`src/rtl/axi_pkg.sv`:
```
// axi_pkg: shared AXI IDs, burst encoding and bridge FSM state types
package axi_pkg;
  localparam logic [3:0] ID_INST    = 4'd0;
  localparam logic [3:0] ID_DATA    = 4'd1;
  localparam logic [1:0] BURST_INCR = 2'b01;
  typedef enum logic [1:0] {R_IDLE, R_AR, R_R} r_state_e;
  typedef enum logic [1:0] {W_IDLE, W_REQ, W_B} w_state_e;
endpackage

```
`src/rtl/axi_wr_ctrl.sv`:
```
// axi_wr_ctrl: single-outstanding AXI write engine with independent AW/W handshakes
module axi_wr_ctrl
  import axi_pkg::*;
(
  input  logic        clk,
  input  logic        resetn,
  input  logic        go,
  input  logic [31:0] req_addr,
  input  logic [1:0]  req_size,
  input  logic [3:0]  req_wstrb,
  input  logic [31:0] req_wdata,
  output logic [31:0] awaddr,
  output logic [2:0]  awsize,
  output logic        awvalid,
  input  logic        awready,
  output logic [31:0] wdata,
  output logic [3:0]  wstrb,
  output logic        wvalid,
  input  logic        wready,
  input  logic        bvalid,
  output logic        bready,
  output logic        idle,
  output logic        done
);
  w_state_e    w_state_q, w_state_d;
  logic        aw_done_q, aw_done_d, w_done_q, w_done_d;
  logic [31:0] awaddr_q, awaddr_d, wdata_q, wdata_d;
  logic [2:0]  awsize_q, awsize_d;
  logic [3:0]  wstrb_q, wstrb_d;
  assign awvalid = (w_state_q == W_REQ) & ~aw_done_q;
  assign wvalid  = (w_state_q == W_REQ) & ~w_done_q;
  assign bready  = w_state_q == W_B;
  assign idle    = w_state_q == W_IDLE;
  assign done    = bvalid & bready;
  assign awaddr  = awaddr_q;
  assign awsize  = awsize_q;
  assign wdata   = wdata_q;
  assign wstrb   = wstrb_q;
  // next state: latch request on accept, track AW and W completion separately
  always_comb begin
    w_state_d = w_state_q;
    aw_done_d = aw_done_q;
    w_done_d  = w_done_q;
    awaddr_d  = awaddr_q;
    awsize_d  = awsize_q;
    wdata_d   = wdata_q;
    wstrb_d   = wstrb_q;
    case (w_state_q)
      W_IDLE: if (go) begin
        w_state_d = W_REQ;
        aw_done_d = 1'b0;
        w_done_d  = 1'b0;
        awaddr_d  = req_addr;
        awsize_d  = {1'b0, req_size};
        wdata_d   = req_wdata;
        wstrb_d   = req_wstrb;
      end
      W_REQ: begin
        aw_done_d = aw_done_q | awready;
        w_done_d  = w_done_q | wready;
        if (aw_done_d & w_done_d) w_state_d = W_B;
      end
      W_B: if (bvalid) w_state_d = W_IDLE;
      default: w_state_d = W_IDLE;
    endcase
  end
  // state and latched write fields
  always_ff @(posedge clk or negedge resetn) begin
    if (!resetn) begin
      w_state_q <= W_IDLE;
      aw_done_q <= 1'b0;
      w_done_q  <= 1'b0;
      awaddr_q  <= '0;
      awsize_q  <= '0;
      wdata_q   <= '0;
      wstrb_q   <= '0;
    end else begin
      w_state_q <= w_state_d;
      aw_done_q <= aw_done_d;
      w_done_q  <= w_done_d;
      awaddr_q  <= awaddr_d;
      awsize_q  <= awsize_d;
      wdata_q   <= wdata_d;
      wstrb_q   <= wstrb_d;
    end
  end
endmodule

```
`src/rtl/cpu_axi_bridge.sv`:
```
// cpu_axi_bridge: arbitrates fetch and data SRAM-like ports onto one AXI3 master
module cpu_axi_bridge
  import axi_pkg::*;
(
  input  logic        clk,
  input  logic        resetn,
  input  logic        inst_sram_req,
  input  logic        inst_sram_wr,
  input  logic [1:0]  inst_sram_size,
  input  logic [3:0]  inst_sram_wstrb,
  input  logic [31:0] inst_sram_addr,
  input  logic [31:0] inst_sram_wdata,
  output logic        inst_sram_addr_ok,
  output logic        inst_sram_data_ok,
  output logic [31:0] inst_sram_rdata,
  input  logic        data_sram_req,
  input  logic        data_sram_wr,
  input  logic [1:0]  data_sram_size,
  input  logic [3:0]  data_sram_wstrb,
  input  logic [31:0] data_sram_addr,
  input  logic [31:0] data_sram_wdata,
  output logic        data_sram_addr_ok,
  output logic        data_sram_data_ok,
  output logic [31:0] data_sram_rdata,
  output logic [3:0]  arid,
  output logic [31:0] araddr,
  output logic [7:0]  arlen,
  output logic [2:0]  arsize,
  output logic [1:0]  arburst,
  output logic [1:0]  arlock,
  output logic [3:0]  arcache,
  output logic [2:0]  arprot,
  output logic        arvalid,
  input  logic        arready,
  input  logic [3:0]  rid,
  input  logic [31:0] rdata,
  input  logic [1:0]  rresp,
  input  logic        rlast,
  input  logic        rvalid,
  output logic        rready,
  output logic [3:0]  awid,
  output logic [31:0] awaddr,
  output logic [7:0]  awlen,
  output logic [2:0]  awsize,
  output logic [1:0]  awburst,
  output logic [1:0]  awlock,
  output logic [3:0]  awcache,
  output logic [2:0]  awprot,
  output logic        awvalid,
  input  logic        awready,
  output logic [3:0]  wid,
  output logic [31:0] wdata,
  output logic [3:0]  wstrb,
  output logic        wlast,
  output logic        wvalid,
  input  logic        wready,
  input  logic [3:0]  bid,
  input  logic [1:0]  bresp,
  input  logic        bvalid,
  output logic        bready
);
  r_state_e    r_state_q, r_state_d;
  logic [31:0] araddr_q, araddr_d;
  logic [2:0]  arsize_q, arsize_d;
  logic [3:0]  arid_q, arid_d;
  logic        data_rd, data_rd_ok, data_wr_ok, inst_ok, w_idle, w_done, r_idle, r_fire;
  logic        unused_ok;
  assign unused_ok = &{1'b0, inst_sram_wr, inst_sram_wstrb, inst_sram_wdata, rresp, rlast, bid, bresp};
  assign r_idle     = r_state_q == R_IDLE;
  assign data_rd    = data_sram_req & ~data_sram_wr;
  assign data_rd_ok = resetn & data_rd & r_idle & w_idle;
  assign data_wr_ok = resetn & data_sram_req & data_sram_wr & w_idle & ~(~r_idle & (arid_q == ID_DATA));
  assign inst_ok    = resetn & inst_sram_req & r_idle & ~data_rd;
  assign inst_sram_addr_ok = inst_ok;
  assign data_sram_addr_ok = data_rd_ok | data_wr_ok;
  assign arvalid = r_state_q == R_AR;
  assign rready  = r_state_q == R_R;
  assign r_fire  = rvalid & rready;
  assign inst_sram_data_ok = r_fire & (rid == ID_INST);
  assign data_sram_data_ok = (r_fire & (rid == ID_DATA)) | w_done;
  assign inst_sram_rdata = rdata;
  assign data_sram_rdata = rdata;
  assign arid    = arid_q;
  assign araddr  = araddr_q;
  assign arsize  = arsize_q;
  assign arlen   = 8'd0;
  assign arburst = BURST_INCR;
  assign arlock  = 2'b0;
  assign arcache = 4'b0;
  assign arprot  = 3'b0;
  assign awid    = ID_DATA;
  assign awlen   = 8'd0;
  assign awburst = BURST_INCR;
  assign awlock  = 2'b0;
  assign awcache = 4'b0;
  assign awprot  = 3'b0;
  assign wid     = ID_DATA;
  assign wlast   = 1'b1;
  // read FSM: data wins arbitration, request fields latched on accept
  always_comb begin
    r_state_d = r_state_q;
    araddr_d  = araddr_q;
    arsize_d  = arsize_q;
    arid_d    = arid_q;
    case (r_state_q)
      R_IDLE: if (data_rd_ok | inst_ok) begin
        r_state_d = R_AR;
        araddr_d  = data_rd_ok ? data_sram_addr : inst_sram_addr;
        arsize_d  = {1'b0, data_rd_ok ? data_sram_size : inst_sram_size};
        arid_d    = data_rd_ok ? ID_DATA : ID_INST;
      end
      R_AR: if (arready) r_state_d = R_R;
      R_R: if (rvalid) r_state_d = R_IDLE;
      default: r_state_d = R_IDLE;
    endcase
  end
  // read state and latched AR fields
  always_ff @(posedge clk or negedge resetn) begin
    if (!resetn) begin
      r_state_q <= R_IDLE;
      araddr_q  <= '0;
      arsize_q  <= '0;
      arid_q    <= '0;
    end else begin
      r_state_q <= r_state_d;
      araddr_q  <= araddr_d;
      arsize_q  <= arsize_d;
      arid_q    <= arid_d;
    end
  end
  axi_wr_ctrl u_wr (
    .clk       (clk),
    .resetn    (resetn),
    .go        (data_wr_ok),
    .req_addr  (data_sram_addr),
    .req_size  (data_sram_size),
    .req_wstrb (data_sram_wstrb),
    .req_wdata (data_sram_wdata),
    .awaddr    (awaddr),
    .awsize    (awsize),
    .awvalid   (awvalid),
    .awready   (awready),
    .wdata     (wdata),
    .wstrb     (wstrb),
    .wvalid    (wvalid),
    .wready    (wready),
    .bvalid    (bvalid),
    .bready    (bready),
    .idle      (w_idle),
    .done      (w_done)
  );
endmodule

```
`config.mk`:
```
export PLATFORM = sky130hd
export DESIGN_NAME = cpu_axi_bridge
export DESIGN_NICKNAME = d
export VERILOG_FILES = /design/src/rtl/axi_pkg.sv /design/src/rtl/axi_wr_ctrl.sv /design/src/rtl/cpu_axi_bridge.sv
export SDC_FILE = /design/constraint.sdc
export NUM_CORES = 1
export LEC_CHECK = 0
export BUFFER_PORTS_ARGS = -buffer_cell sky130_fd_sc_hd__buf_2
export CORE_AREA = 2 2 164 166
export DETAILED_ROUTE_END_ITERATION = 7
export DIE_AREA = 0 0 166 168
export SETUP_SLACK_MARGIN = 0.2
export SLEW_MARGIN = 20
export SYNTH_ARGS = -nofsm -noshare
export SYNTH_HDL_FRONTEND = slang
export SYNTH_SLANG_ARGS = --single-unit
```
`constraint.sdc`:
```
create_clock -name clk -period 2 [get_ports clk]
set_input_delay 0.3 -clock clk [delete_from_list [all_inputs] [get_ports clk]]
set_output_delay 0.3 -clock clk [all_outputs]
set_load 0.01 [all_outputs]
```
### After elaboration in Yosys (flattened, before gate mapping)

Cells that the tools add are included.

* bits in registers: 114
* bits of input ports: 196
* output and inout bits: 230
* word-level logic and storage cells: 76

* equal/unequal tests: 12
* multiplexer cells: 14
* bitwise gates (word level): 30
* reduce and logical (&&, ||, !) cells: 9

Operators by type and width (number)
* 2-to-1 mux 32 bit: 1
* bitwise AND 1 bit: 19
* 2-to-1 mux 2 bit: 7
* one-hot mux 2 bit (3 select lines): 2
* equality test 4 x 1 -> 1 bit, second input constant: 2
* != test 2 bit, second input constant: 4
* inverter 1 bit: 6
* AND reduction 2 bit: 3
* AND reduction 3 bit: 2
* OR 1 bit: 5
* equality test 2 x 1 -> 1 bit, second input constant: 2
* equality test 2 bit, second input constant: 2
* logical NOT 2 bit: 2
* logical NOT 4 bit: 1
* != test 2 x 1 -> 1 bit, second input constant: 2
* one-hot mux 1 bit (2 select lines): 2
* 2-to-1 mux 1 bit: 2
* nonzero test 2 bit: 1

### Depth between registers and ports, before layout

Gate-level depths: netlist of the first run.

* depth in word-level cells: 8
* gate-level depth with buffers: 6
* depth with buffers taken out: 3

### Cells and area by module

Synthesis of the first run repeated with hierarchy kept, for this count alone.

* cells, all modules: 514
* area, all modules: 5980.7 sq um

By module, submodules not included
* axi_wr_ctrl: times used 1, cells an instance 172, area each 3166.8 sq um, sequential area each 1851.8 sq um
* cpu_axi_bridge: times used 1, cells an instance 342, area each 2813.9 sq um, sequential area each 925.9 sq um

### Worst setup path after synthesis of the first run

OpenSTA, ideal clock, no wires.

* path type: reg-to-reg
* start: reg u_wr.w_state_q[1]
* end: reg u_wr.awaddr_q[0] (netlist: u_wr.awaddr[0])
* data arrival time: 1.553 ns
* data required time: 1.875 ns
* setup slack: 0.321 ns
* stages on the path, launching flop included: 7
* period minus slack after synthesis: 1.679 ns
* cell sequence: dfrtp_1 -> nand4bb_1 -> buf_2 -> a211o_1 -> buf_6 -> buf_6 -> mux2_4

* word-level cells in the longest chain between the ends: 4

RTL lines
* start, declared: line axi_wr_ctrl.sv:25 `w_state_e w_state_q, w_state_d;`
* start signal, assigned: line axi_wr_ctrl.sv:78 `w_state_q <= w_state_d;`
* logical NOT 2 bit *: line axi_wr_ctrl.sv:33, axi_wr_ctrl.sv:48
* bitwise AND 1 bit (2 in series): line cpu_axi_bridge.sv:72 `assign data_wr_ok = resetn & data_sram_req & data_sram_wr & w_idle & ~(~r_idle & (arid_q == ID_DATA));`
* AND reduction 2 bit (no line) *
* end signal, assigned: line axi_wr_ctrl.sv:81 `awaddr_q <= awaddr_d;`
* end, declared: line axi_wr_ctrl.sv:27 `logic [31:0] awaddr_q, awaddr_d, wdata_q, wdata_d;`

Mark *: on every way between the ends. The rest lies on a longest branch, timed or not.
A chain may end at the register's enable or synchronous reset.

### Final worst setup path of the first run

* start: reg u_wr.w_state_q[0]
* end: reg u_wr.wdata_q[14] (netlist: u_wr.wdata[14])

* word-level cells in the longest chain between the ends: 4

RTL lines
* logical NOT 2 bit *: line axi_wr_ctrl.sv:33, axi_wr_ctrl.sv:48
* bitwise AND 1 bit (2 in series): line cpu_axi_bridge.sv:72
* AND reduction 2 bit (no line) *
* end signal, assigned: line axi_wr_ctrl.sv:83 `wdata_q <= wdata_d;`
* end, declared: line axi_wr_ctrl.sv:27

Marked as above.

==> impl_metrics.tcl, run 1 <==
set metrics [dict create \
    outcome "finished clean" \
    hold_class "primary input to asynchronous set/reset pin" \
    num_rows 60 \
    seq_area_frac_synth_pct 47.38 \
    hold_viol 0 \
    overflow 0 \
    synth_top_area_share_pct 47.38 \
    cp_max_fo 45 \
    tightestPinTransition_ns 0.7627 \
    yosysTopAreaCell "dfrtp_1" \
    dp_hpwl_um 13460 \
    drtAntennaViolNets 0 \
    fmax_mhz 560.1 \
    hold_slack_ns 0.01317 \
    grt_start_max_net_pins 57 \
    grt_pass1_vias 4280 \
    htree_levels 3 \
    crit_path_start_kind "flip-flop" \
    slowest_delay_ns 0.41 \
    worstPathArrival_ns 2.02 \
    setup_viol 0 \
    diodes 0 \
    drive_gt1_share_pct 51.91 \
    cap_violations 0 \
    core_area_um2 26350 \
    peakVddDrop_mv 0.6319 \
    synth_area_leaders "dfrtp_1, mux2_4, buf_4" \
    syn_to_final_growth_pct 23.05 \
    reg2reg_depth 4 \
    synth.avg_cell_area_um2 11.52 \
    fin_crit_sh_pct 89.27 \
    relSlewSlack_pct 49.16 \
    crit_required_ns 2.23 \
    finalInstanceArea_um2 7214 \
    critical_path_depth 4 \
    cts_root_buf "clkbuf_16" \
    die_height_um 168 \
    p_per_area_nw_per_um2 1459 \
    finalNetCount 871 \
    die_w_um 166 \
    crit_buf_inv 1 \
    r2r-start "u_wr.w_state_q[0]" \
    io_buffer_count 231 \
    fin_crit_ns 1.785 \
    preCtsSetupSlack_ns 0.1391 \
    cts_tree "yes" \
    yosysWarnings 0 \
    top_level_ports 426 \
    path_clk_slew_ns 0.09 \
    netlist_instances 509 \
    clock_sinks 111 \
    antenna_found_initial 0 \
    cts_made_buffers 9 \
    path_cells "nand4bb_4 > a211o_4 > buf_12 > mux2_4" \
    drc 0 \
    fin_tns_setup_ns 0 \
    crit_type "flip-flop to flip-flop" \
    r2r_end "u_wr.wdata[14]" \
    p_leak_nw 3.651 \
    via_count 4360 \
    wirelength_um 18280 \
    clock_latency_ns 0.36 \
    gp_congestion 0.7442 \
    reg2reg_slack_ns 0.21 \
    ys_ff_latch 111 \
    drt_pass1_iterations 6 \
    maxSlewViolCount 0 \
    first_iter_violations 302 \
    end_kind "flip-flop" \
    rsz0062_at_grt "yes" \
    setup_slack_ns 0.2146 \
    die_area_um2 27890 \
    start_util_pct 22.25 \
    finalPower_mw 10.52 \
    grt_usage_pct 12.87 \
    vias_per_cell 4.270 \
    cpMaxStageDelayCell "dfrtp_1" \
    cp_top_family "flip-flops" \
    routedWlPerCell_um 17.90 \
    clockBufferDepth 2 \
    syn_area_um2 5863 \
    final.setup_skew_ns 0.01840 \
    synth_cell_types 31 \
    placed_cell_area_um2 6782 \
    grt_pass1_wl_um 27340 \
]
## layout by cell type, fill, tap and decap left out, drive strengths merged, types with 7 or more instances in the layout
| cell | count |
|---|---|
| mux2 | 70 |
| inv | 7 |
| nor3 | 34 |
| clkbuf | 9 |
| buf | 257 |
| o21ai | 36 |
| a31oi | 34 |
| conb | 52 |
| nand3 | 34 |
| dfrtp | 111 |
## synth_stat cells
cell type	instances
clkbuf_1	21
a211o_1	1
inv_1	4
and2_1	2
or3_1	2
buf_2	4
mux2_4	67
a31oi_1	34
or2_1	1
nor3_1	34
a21oi_1	1
mux2_2	3
o22a_1	1
buf_1	3
conb_1	2
a21o_1	2
nand2b_1	4
a22o_1	2
nor4bb_1	1
nand2_1	2
o221ai_1	1
buf_4	116
o21ai_0	36
dfrtp_1	111
a32o_1	1
nor4b_1	1
buf_6	8
nand4bb_1	2
nor2b_1	4
nand3_1	34
nor2_1	4
## routing by layer
metal  vias up  global-route usage [%]  share of wire [%]
li1       1936                       -                  -
met1      2128                   14.81                 39
met2       250                   23.34                 51
met3        46                   2.915                6.9
met4         0                   4.726                2.8
met5         -                       0                  0
## logic make-up (layout without fill, tap and decap cells)
group / count (synthesis) / count (layout) / share of synthesized area, %
AOI/OAI and AO/OA: 79 / 79 / 7.960
muxes: 70 / 70 / 17.73
other: 2 / 52 / 0.1281
and+or+nand+nor: 91 / 91 / 8.280
DFF: 111 / 111 / 47.38
buffers and inverters: 156 / 277 / 18.52
## timing repair
| action | 4_1_cts | 5_1_grt |
|---|---|---|
| setup endpoints to repair | 70 | 51 |
| setup buffers | 1 | 4 |
| gates resized for setup | 8 | 4 |
| hold buffers | 0 | 0 |
| pin swaps | 1 | 3 |
## through the flow
| step | cells | util [%] |
|---|---|---|
| after floorplan | 559 | - |
| after global placement | 1000 | 25.74 |
| after detailed placement | 1000 | 25.74 |
| after CTS | 1017 | 27.20 |
| after global routing | 1021 | 27.38 |
| final | 1021 | 27.38 |
## registers in the layout (all words and copies together) (netlist names)
| name | cells |
|---|---|
| u_wr.wstrb | 4 |
| u_wr.aw_done_q | 1 |
| u_wr.awaddr | 32 |
| arid | 1 |
| u_wr.w_done_q | 1 |
| r_state_q | 2 |
| arsize | 2 |
| u_wr.wdata | 32 |
| u_wr.awsize | 2 |
| araddr | 32 |
| u_wr.w_state_q | 2 |
## power by group
group	switching, mW	internal, mW
logic	2.17	2.33
registers	0.627	3.37
clock network	0.992	1.03
total	3.79	6.73
## worst max path at each step
stage / from / end / slack (ns)
after CTS: u_wr.w_state_q[1] / data_sram_addr_ok / 0.15
after global placement: u_wr.w_state_q[1] / u_wr.wdata[25] / 0.17
after detailed placement: u_wr.w_state_q[1] / u_wr.wdata[25] / 0.14
after floorplan: u_wr.w_state_q[1] / u_wr.awaddr[0] / 0.32
final: u_wr.w_state_q[0] / u_wr.wdata[14] / 0.21
after global routing: r_state_q[1] / inst_sram_addr_ok / 0.17
## area by class of cell
cell class,count,area (um^2)
Clock inverter,7,110.1
Clock buffer,9,225.2
Tap cell,341,426.7
Sequential cell,111,2778
Fill cell,2822,19140
Inverter,4,15.01
Multi-Input combinational cell,292,2262
Timing Repair Buffer,257,1398
(Power assumes the default switching activity.)
==> run 2, diff against run 1 <==
--- a/config.mk
+++ b/config.mk
@@ -9,6 +9,8 @@
 export CORE_AREA = 2 2 164 166
 export DETAILED_ROUTE_END_ITERATION = 7
 export DIE_AREA = 0 0 166 168
+export GPL_ROUTABILITY_DRIVEN = 1
+export PLACE_DENSITY = 0.61
 export SETUP_SLACK_MARGIN = 0.2
 export SLEW_MARGIN = 20
 export SYNTH_ARGS = -nofsm -noshare
==> run 2 against run 1 <==
  * Non-clock buffer count is 7 higher
  * Clock-buffer cell count did not move
  * Combinational power rose by 2%
  * First-iteration DRC count fell by 25%
  * Cell area increased by 1.9%
  * Cell count rose by 0.69%
  * Global-route usage is 0.099 points higher
  * Via count is 0.80% higher
  * Critical path depth unchanged
  * Flip-flop and latch count unchanged
  * Clock power shrank 9%
==> impl_metrics.tcl, run 2 (synthesis results as in run 1) <==
set metrics [dict create \
    outcome "finished clean" \
    dp.cells 998 \
    final_util_pct 27.89 \
    preCtsSetupSlack_ns 0.1661 \
    hold_class "primary input to flip-flop" \
    crit_path_start_kind "flip-flop" \
    p_per_area_nw_per_um2 1418 \
    seqPwrFrac_pct 38.4 \
    dr_wl_met3_um 1625 \
    cts_root_buf "clkbuf_16" \
    clock_sinks 111 \
    cts_made_buffers 9 \
    crit_required_ns 2.24 \
    cts_tree "yes" \
    first_iter_violations 225 \
    combPwrFrac_pct 43.9 \
    core_area_um2 26350 \
    antenna_found_initial 2 \
    drt_pass1_iterations 5 \
    gp_congestion 0.7721 \
    end_kind "flip-flop" \
    routedWlPerCell_um 18.74 \
    finalNetCount 878 \
    finalPower_mw 10.42 \
    mostFrequentLayoutCell "buf_2" \
    start_util_pct 22.25 \
    cap_violations 0 \
    die_height_um 168 \
    route.top_layer_used "met5" \
    fmax_mhz 548.2 \
    hold_viol 0 \
    diodes 0 \
    switchingPower_mw 3.760 \
    die_w_um 166 \
    clockBufferDepth 2 \
    grt_start_max_net_pins 75 \
    fin_crit_sh_pct 91.21 \
    worstPathArrival_ns 2.06 \
    syn_to_final_growth_pct 25.33 \
    finalInstanceArea_um2 7348 \
    vias_per_cell 4.275 \
    crit_type "flip-flop to flip-flop" \
    rsz0062_at_grt "yes" \
    peakVddDrop_mv 0.6993 \
    internal-power_mw 6.659 \
    path_clk_slew_ns 0.09 \
    final.setup_skew_ns 0.01386 \
    met2RoutedLength_um 9626 \
    mostFrequentLayoutCells "buf_2, dfrtp_1, mux2_4" \
    wirelength_um 19270 \
    drtAntennaViolNets 0 \
    grt_pass1_wl_um 27190 \
    swShare_pct 36.09 \
    placed_cell_area_um2 6804 \
    top_level_ports 426 \
    dp_hpwl_um 13890 \
    io_buffer_count 231 \
    hold_slack_ns 0.1657 \
    grt_usage_pct 12.97 \
    wl_met1_um 7360 \
    maxSlewViolCount 0 \
    fin_crit_ns 1.824 \
    clock_latency_ns 0.36 \
    drive_gt1_share_pct 52.40 \
    num_rows 60 \
    setup_slack_ns 0.1759 \
    p_leak_nw 3.717 \
    die_area_um2 27890 \
    setup_viol 0 \
    via_count 4395 \
    overflow 0 \
    htree_levels 3 \
    p_clk_share_pct 17.7 \
    drc 0 \
    fin_tns_setup_ns 0 \
    grt_pass1_vias 4278 \
    cp_max_fo 10 \
    fin_cells 1028 \
]
## run 2: layout make-up
type,count,area [um^2]
repair buffers,264,1573
clock inverters,7,73.82
clock buffers,9,225.2
inverters,4,15.01
flip-flops and latches,111,2780
well taps,341,426.7
fillers,2753,19000
multi-input cells,292,2255
## run 2: repair_timing
item,in CTS,in global routing
setup buffers,2,4
pin swaps,1,2
setup endpoints to repair,74,76
resized for setup,5,8
hold endpoints to repair,23,7
hold buffers,1,1
cloned,0,5
## run 2: final timing paths
| path | startpoint | to | slack [ns] | cells past startpoint |
|---|---|---|---|---|
| max in group asynchronous | resetn | u_wr.awaddr[19] | 0.89 | 4 |
| worst min register to register | u_wr.wdata[27] | u_wr.wdata[27] | 0.51 | 1 |
| worst max register to register | r_state_q[1] | u_wr.wstrb[3] | 0.18 | 4 |
| worst max-delay path | r_state_q[1] | u_wr.wstrb[3] | 0.18 | 4 |
| worst min-delay path | data_sram_wdata[1] | u_wr.wdata[1] | 0.17 | 2 |
| min in group asynchronous | resetn | u_wr.wdata[18] | 0.53 | 3 |
## run 2: power groups by stage
stage	Clock [mW]	Sequential (mW)	Combinational (mW)
2_1_floorplan	0	4.49	2.24
3_3_place_gp	0	3.97	4.40
3_5_place_dp	0	4.03	4.44
4_1_cts	1.96	4.00	4.50
5_1_grt	2.03	4.15	4.91
6_report	1.84	4.00	4.57
## run 2: metal layers
metal  global-route usage [%]  up-vias
met5                        0        -
met4                    5.633        4
met3                    3.973       52
met2                    22.79      272
met1                    14.54     2111
li1                         -     1956
## run 2: critical path: stages, from the launching register on
cell,delay (ns)
dfrtp_2,0.45
or2_4,0.27
a211o_4,0.45
clkbuf_16,0.23
mux2_4,0.30
